## src/rtl/ram_arb_pkg.sv

```systemverilog
// Shared constants and FSM state type for the two-port 8x16 RAM access controller.
package ram_arb_pkg;

   localparam int unsigned DATA_W = 16;
   localparam int unsigned ADDR_W = 3;

   typedef enum logic [1:0] {
      IDLE   = 2'b00,
      ACCESS = 2'b01,
      DONE   = 2'b10
   } state_e;

endpackage

```

## src/rtl/rr_arbiter_2.sv

```systemverilog
// Two-way round-robin arbiter: combinational pick, registered priority pointer.
module rr_arbiter_2 (
   input  logic       clk,
   input  logic       clr,
   input  logic [1:0] req,
   input  logic       enable,
   input  logic       update,
   input  logic       upd_idx,
   output logic [1:0] grant,
   output logic       winner
);

   logic ptr_q, ptr_d;

   always_comb begin
      ptr_d = ptr_q;
      if (update) begin
         ptr_d = upd_idx;
      end
   end

   // Pointer holds the last winner; on a tie the other requester goes next.
   always_ff @(posedge clk or negedge clr) begin
      if (!clr) begin
         ptr_q <= 1'b1;
      end else begin
         ptr_q <= ptr_d;
      end
   end

   always_comb begin
      grant  = '0;
      winner = 1'b0;
      if (enable) begin
         case (req)
            2'b01:   winner = 1'b0;
            2'b10:   winner = 1'b1;
            2'b11:   winner = ~ptr_q;
            default: winner = 1'b0;
         endcase
         if (req != 2'b00) begin
            grant = winner ? 2'b10 : 2'b01;
         end
      end
   end

endmodule

```

## src/rtl/ram_8x16_arbiter.sv

```systemverilog
// Round-robin controller sharing one 8x16 RAM between two req/ack requesters.
module ram_8x16_arbiter
   import ram_arb_pkg::*;
#(
   parameter int unsigned DATA_W = ram_arb_pkg::DATA_W,
   parameter int unsigned ADDR_W = ram_arb_pkg::ADDR_W
) (
   input  logic              clk,
   input  logic              clr,
   input  logic              req0,
   input  logic              we0,
   input  logic [ADDR_W-1:0] addr0,
   input  logic [DATA_W-1:0] wdata0,
   output logic              ack0,
   input  logic              req1,
   input  logic              we1,
   input  logic [ADDR_W-1:0] addr1,
   input  logic [DATA_W-1:0] wdata1,
   output logic              ack1,
   output logic [DATA_W-1:0] rdata,
   output logic [1:0]        gnt,
   output logic              busy,
   output logic              ram_rw,
   output logic [ADDR_W-1:0] ram_addr,
   output logic [DATA_W-1:0] ram_din,
   input  logic [DATA_W-1:0] ram_dout
);

   state_e            state_q, state_d;
   logic [1:0]        gnt_q, gnt_d;
   logic              ack0_q, ack0_d;
   logic              ack1_q, ack1_d;
   logic              ram_rw_q, ram_rw_d;
   logic [ADDR_W-1:0] ram_addr_q, ram_addr_d;
   logic [DATA_W-1:0] ram_din_q, ram_din_d;
   logic [DATA_W-1:0] rdata_q, rdata_d;

   logic [1:0]        arb_grant;
   logic              arb_winner;
   logic              ptr_upd;

   rr_arbiter_2 u_arb (
      .clk     (clk),
      .clr     (clr),
      .req     ({req1, req0}),
      .enable  (state_q == IDLE),
      .update  (ptr_upd),
      .upd_idx (gnt_q[1]),
      .grant   (arb_grant),
      .winner  (arb_winner)
   );

   always_comb begin
      state_d    = state_q;
      gnt_d      = gnt_q;
      ack0_d     = 1'b0;
      ack1_d     = 1'b0;
      ram_rw_d   = 1'b0;
      ram_addr_d = ram_addr_q;
      ram_din_d  = ram_din_q;
      rdata_d    = rdata_q;
      ptr_upd    = 1'b0;
      case (state_q)
         IDLE: begin
            if (arb_grant != 2'b00) begin
               gnt_d      = arb_grant;
               ram_addr_d = arb_winner ? addr1  : addr0;
               ram_din_d  = arb_winner ? wdata1 : wdata0;
               ram_rw_d   = arb_winner ? we1    : we0;
               state_d    = ACCESS;
            end
         end
         ACCESS: begin
            if (!ram_rw_q) begin
               rdata_d = ram_dout;
            end
            ack0_d  = gnt_q[0];
            ack1_d  = gnt_q[1];
            ptr_upd = 1'b1;
            state_d = DONE;
         end
         DONE: begin
            gnt_d   = '0;
            state_d = IDLE;
         end
         default: begin
            gnt_d   = '0;
            state_d = IDLE;
         end
      endcase
   end

   always_ff @(posedge clk or negedge clr) begin
      if (!clr) begin
         state_q    <= IDLE;
         gnt_q      <= '0;
         ack0_q     <= 1'b0;
         ack1_q     <= 1'b0;
         ram_rw_q   <= 1'b0;
         ram_addr_q <= '0;
         ram_din_q  <= '0;
         rdata_q    <= '0;
      end else begin
         state_q    <= state_d;
         gnt_q      <= gnt_d;
         ack0_q     <= ack0_d;
         ack1_q     <= ack1_d;
         ram_rw_q   <= ram_rw_d;
         ram_addr_q <= ram_addr_d;
         ram_din_q  <= ram_din_d;
         rdata_q    <= rdata_d;
      end
   end

   assign ack0     = ack0_q;
   assign ack1     = ack1_q;
   assign gnt      = gnt_q;
   assign busy     = (state_q != IDLE);
   assign ram_rw   = ram_rw_q;
   assign ram_addr = ram_addr_q;
   assign ram_din  = ram_din_q;
   assign rdata    = rdata_q;

endmodule

```

## config.mk

```make
export PLATFORM = sky130hd
export DESIGN_NAME = ram_8x16_arbiter
export DESIGN_NICKNAME = d
export VERILOG_FILES = /design/src/rtl/ram_arb_pkg.sv /design/src/rtl/rr_arbiter_2.sv /design/src/rtl/ram_8x16_arbiter.sv
export SDC_FILE = /design/constraint.sdc
export NUM_CORES = 1
export LEC_CHECK = 0
export ABC_AREA = 1
export CAP_MARGIN = 20
export CORE_ASPECT_RATIO = 0.75
export CORE_UTILIZATION = 38
export CTS_BUF_LIST = sky130_fd_sc_hd__clkbuf_4 sky130_fd_sc_hd__clkbuf_8
export DETAILED_ROUTE_END_ITERATION = 8
export HOLD_SLACK_MARGIN = 0.12
export PLACE_DENSITY_LB_ADDON = 0.3
export SYNTH_ARGS = -nofsm -noshare
export SYNTH_HDL_FRONTEND = slang
export SYNTH_SLANG_ARGS = --single-unit
```

## constraint.sdc

```tcl
create_clock -name clk -period 1.2 [get_ports clk]
set_input_delay 0.18 -clock clk [delete_from_list [all_inputs] [get_ports clk]]
set_output_delay 0.18 -clock clk [all_outputs]
set_load 0.005 [all_outputs]
```

==> results.py <==
metrics = {
    "detailed_routing": {
        "drtPass1Iterations": 4,
        "detail-route-antenna-nets": 0,
        "via_per_inst": 4.66,
        "drt_iter0_drc": 91,
        "remaining_drc_errors": 0,
        "postRouteWirelength_um": 5790,
        "wl_per_cell_um": 12.8,
        "dr_total_vias": 2114,
    },
    "clock_tree": {
        "cts_tree": "done",
        "root_buffer": "clkbuf_8",
        "cts_sinks": 43,
        "clk_path_buf_depth": 2,
        "h-tree-depth": 2,
        "path_clk_slew_ns": 0.07,
        "clock_latency_ns": 0.29,
        "numCtsBuffers": 5,
    },
    "setup_path": {
        "crit_required_ns": 1.37,
        "path_cells": "inv_2 -> nand2_4 -> or2_4 -> clkbuf_16 -> nand2_1 -> o21ai_1",
        "critPathTopFamily": "flip-flops",
        "max_stage_delay_ns": 0.43,
        "r2r_end": "rdata[4]$_DFFE_PN0P_",
        "crit_fanout": 16,
        "path_class": "register to register",
        "r2r_cells": 6,
        "worst-path-buf-inv": 2,
        "worstSetupEndpointType": "register",
        "worstReg2RegStart": "state_q[1]$_DFFE_PN0P_",
        "arrival_ns": 1.46,
        "crit_path_start_kind": "register",
        "reg2reg_slack_ns": -0.08,
        "crit_slowest_cell": "dfrtp_1",
    },
    "power": {
        "cellPowerDensity_mw_per_mm2": 2210,
        "vdd_drop_max_uv": 807,
        "power.leakage_nw": 1.93,
        "power.total_mw": 7.82,
    },
    "sta": {
        "hold_viol": 0,
        "finalSetupViolations": 15,
        "hold_ws_ns": 0.391,
        "layout_setup_ws_ns": -0.0837,
        "rsz0062_at_grt": "yes",
        "slew_violations": 0,
        "relSlewSlack_pct": 85.0,
        "fin_crit_sh_pct": 107,
        "tns_ns": -0.515,
        "worst_slew_pin_slew_ns": 0.224,
        "clock.fmax_mhz": 779,
        "post-route-min-period_ns": 1.28,
        "finClkSkew_ns": 0.00642,
    },
    "layout": {
        "fin_util_pct": 69.8,
        "fillerInstances": 435,
        "drive_gt1_share_pct": 16.0,
        "layout_common_cells": "nand2_1 (65), inv_1 (60), clkdlybuf4s50_1 (58), dfrtp_1 (41), dlygate4sd2_1 (39)",
        "final_common_cell": "nand2_1",
        "diodes": 0,
        "nNetsFinal": 441,
        "areaGrowthSynthToFinish_pct": 71.5,
    },
    "die": {
        "die_area_mm2": 0.00572,
        "rows": 22,
        "die_w_um": 87.0,
        "die_h_um": 65.8,
        "boundaryPins": 101,
        "core_area_mm2": 0.00506,
        "initial_utilization_pct": 40.7,
    },
    "synth": {
        "synth_top_area_share_pct": 51.0,
        "syn-mean-instance-area_um2": 7.63,
        "ys_types": 16,
        "ys_seq_area_share_pct": 52.3,
        "netlist_top_cells_area": "dfrtp_1 (51%), nand2_1 (15%), inv_1 (11%), nand4_1 (6.1%), nand3_1 (5.1%)",
        "syn_inst": 270,
        "netlist.top_cell.by_area": "dfrtp_1",
        "synth.cell_area_mm2": 0.00206,
        "ys_ff_latch": 43,
        "synth_warnings": 0,
        "syn_nets": 330,
    },
    "placed_design": {
        "gp_congestion": 0.793,
        "dp_hpwl_um": 3680,
        "dp_slack_ns": -0.213,
        "io_buffer_count": 100,
    },
    "global_route": {
        "grt_antenna_before_repair": 0,
        "first_global_vias": 1931,
        "gr-total-overflow": 0,
        "grt_use_total_pct": 19.2,
        "grt_pass1_wl_um": 8400,
        "grt_max_degree": 44,
    },
    "outcome": {
        "status": "complete, but fails checks",
        "failed_checks": "negative setup slack",
    },
    "hold_path": {
        "timing.hold.worst.class": "primary input to async pin",
    },
    "job": {
        "cap_viol_max_count": 0,
    },
}
-- per-stage QoR --
| stage | instance area (µm²) | cells |
|---|---|---|
| floorplan | 2080 | 270 |
| global placement | 3220 | 439 |
| detailed placement | 3220 | 439 |
| CTS | 3300 | 449 |
| global route | 3530 | 454 |
| finish | 3530 | 454 |
-- logic make-up (layout without fill, tap and decap cells) --
| kind of cell | count (synthesis) | in the layout | synth area share (%) |
|---|---|---|---|
| AOI/OAI and AO/OA | 21 | 21 | 5.10 |
| buffers and inverters | 79 | 191 | 15.7 |
| DFF | 43 | 43 | 52.3 |
| and+or+nand+nor | 127 | 127 | 27.0 |
-- how the worst max path moves through the flow --
| stage | from | to | slack (ns) | cells after the start |
|---|---|---|---|---|
| 2_1_floorplan | u_arb.ptr_q$_DFFE_PN1N_ | ram_addr[0]$_DFFE_PN0P_ | -0.05 | 6 |
| 3_3_place_gp | req1 | ram_din[4]$_DFFE_PN0P_ | -0.16 | 6 |
| 3_5_place_dp | req1 | ram_din[8]$_DFFE_PN0P_ | -0.21 | 6 |
| 4_1_cts | u_arb.ptr_q$_DFFE_PN1N_ | ram_din[5]$_DFFE_PN0P_ | -0.04 | 6 |
| 5_1_grt | state_q[1]$_DFFE_PN0P_ | rdata[4]$_DFFE_PN0P_ | -0.14 | 6 |
| 6_report | state_q[1]$_DFFE_PN0P_ | rdata[4]$_DFFE_PN0P_ | -0.08 | 6 |
-- tightest hold or removal path, delay by kind of cell --
kind                   cells  cell delay (ns)
buffers and inverters      3             0.87
-- state kept, by name, summed over array words and instances, names as in the netlist --
register / flops
ack0: 1
ack1: 1
gnt: 2
ram_addr: 3
ram_din: 16
ram_rw: 1
rdata: 16
state_q: 2
u_arb.ptr_q: 1
-- where the power goes --
group	switching (mW)	internal, mW	total, mW
sequential	0.449	2.17	2.62
combinational	2.04	2.16	4.20
clock	0.457	0.548	1.00
-- synthesized netlist by cell type --
cell type	n
dfstp_2	1
o21ai_1	17
inv_1	61
nand4_1	20
buf_2	6
nor2_1	3
nand2_1	82
buf_4	1
inv_2	1
nand3_1	21
or2_1	1
clkbuf_1	8
buf_6	2
dfrtp_1	42
a21oi_1	1
o21ai_0	3
-- cell type report --
| type | count | area (µm²) | share of cell area (%) |
|---|---|---|---|
| Inverter | 62 | 233 | 6.59 |
| Clock buffer | 8 | 104 | 2.94 |
| Sequential cell | 43 | 1080 | 30.5 |
| Tap cell | 72 | 90.1 | 2.55 |
| Timing Repair Buffer | 121 | 1220 | 34.5 |
| Multi-Input combinational cell | 148 | 808 | 22.9 |
-- layer usage --
layer	GRT usage, %	routed length (µm)	vias up
met5	0	0	-
met4	6.04	46	0
met3	7.24	488	5
met2	32.2	2740	93
met1	23.0	2520	975
li1	-	-	1041
-- what timing repair did --
item                                    4_1_cts  5_1_grt
resized for setup                            44       42
endpoints found under the setup margin       61       40
setup buffers                                 1        1
hold endpoints to repair                     43        0
cloned                                        0        4
pin swaps                                     0        4
hold buffers                                  1        0
(Power assumes the default switching activity.)
==> patch 1: new RTL, config.mk and constraints unchanged <==
Change the package constant `DATA_W` from 16 to 20.
--- a/src/rtl/ram_arb_pkg.sv
+++ b/src/rtl/ram_arb_pkg.sv
@@ -3,3 +3,3 @@
 
-   localparam int unsigned DATA_W = 16;
+   localparam int unsigned DATA_W = 20;
    localparam int unsigned ADDR_W = 3;
Ports: changed (5 resized); port bits go from 101 to 121. No check against the original RTL was run, so the function may have changed too.
==> patch 1 against the unedited design <==
The flow still finishes with violations (setup timing). Core utilization is 2.5 points lower. Wire length is 27% higher. Sequential cell count is 8 higher. Worst setup slack worse by 0.070 ns. Synthesized area is 25% higher. Design area is 22% higher. First-iteration DRC count is 35% higher. Power is 22% higher. Via count is 24% higher. Critical endpoint is now ram_din[6]. Largest cell class unchanged.
==> patch 1: results (changes against the unedited design) <==
* First-pass GRT wire length at 11200 µm (+34%)
* Via count at 2623 (+24%)
* Placed inst area at 3880 µm² (+21%)
* Critical Path Sink: ram_din[6]
* Vias in the first global route at 2393 (+24%)
* Sequential share of cell area at 29.7% (-0.87 points)
* Violated checks: setup timing
* Non-clock inverters at 74 (+19%)
* Area of the multi-input gates at 1090 µm² (+34%)
* Share of cells above drive strength 1 at 24.2% (+8.2 points)
* Setup ws final at -0.154 ns (-0.0700 ns)
* Synth Area in Compound Gates at 8.23% (+3.1 points)
* Fin crit share at 113% (+5.8 points)
* Yosys cell types at 20 (+4)
* Buffers excl. clock at 151 (+25%)
* Synth top area cells: dfrtp_1, nand2_1, inv_1, o21ai_2, nand4_1
* Post-Place Cells at 515 (+17%)
* #FFs+latches synth at 51 (+19%)
* Non-Filler Instances at 548 (+21%)
* CP arrival at 1.60 ns (+0.14 ns)
* Status: complete, but fails checks
* # fillers at 523 (+20%)
* Sequential share of the synthesized area at 49.7% (-2.5 points)
* PortBufs at 120 (+20%)
* Final setup viols at 35 (+20)
patch 1: cells by family after synthesis:
| group | Yosys count |
|---|---|
| AO/OA/AOI/OAI | 25 |
| buffers and inverters | 92 |
| flip-flops | 51 |
| AND/OR/NAND/NOR | 151 |
patch 1: per-layer routing:
metal | routed length (µm) | vias up | track usage, %
met2 | 3570 | 127 | 32.6
met1 | 3130 | 1216 | 25.6
met3 | 576 | 9 | 5.65
met5 | 0 | - | 0
met4 | 59 | 0 | 5.47
li1 | - | 1271 | -
patch 1: timing repair:
item / 4_1_cts / 5_1_grt
cloned: 2 / 7
resized for setup: 62 / 52
endpoints found under the hold margin: 50 / 0
hold buffers: 1 / 0
buffers inserted: 12 / 3
endpoints found under the setup margin: 93 / 48
pin swaps: 1 / 20
patch 1: where the power goes:
group / switching, mW / internal [mW] / leakage (nW)
Clock: 0.564 / 0.432 / 0.0446
Combinational: 2.71 / 2.77 / 1.64
Sequential: 0.486 / 2.57 / 0.627
Total: 3.76 / 5.77 / 2.31
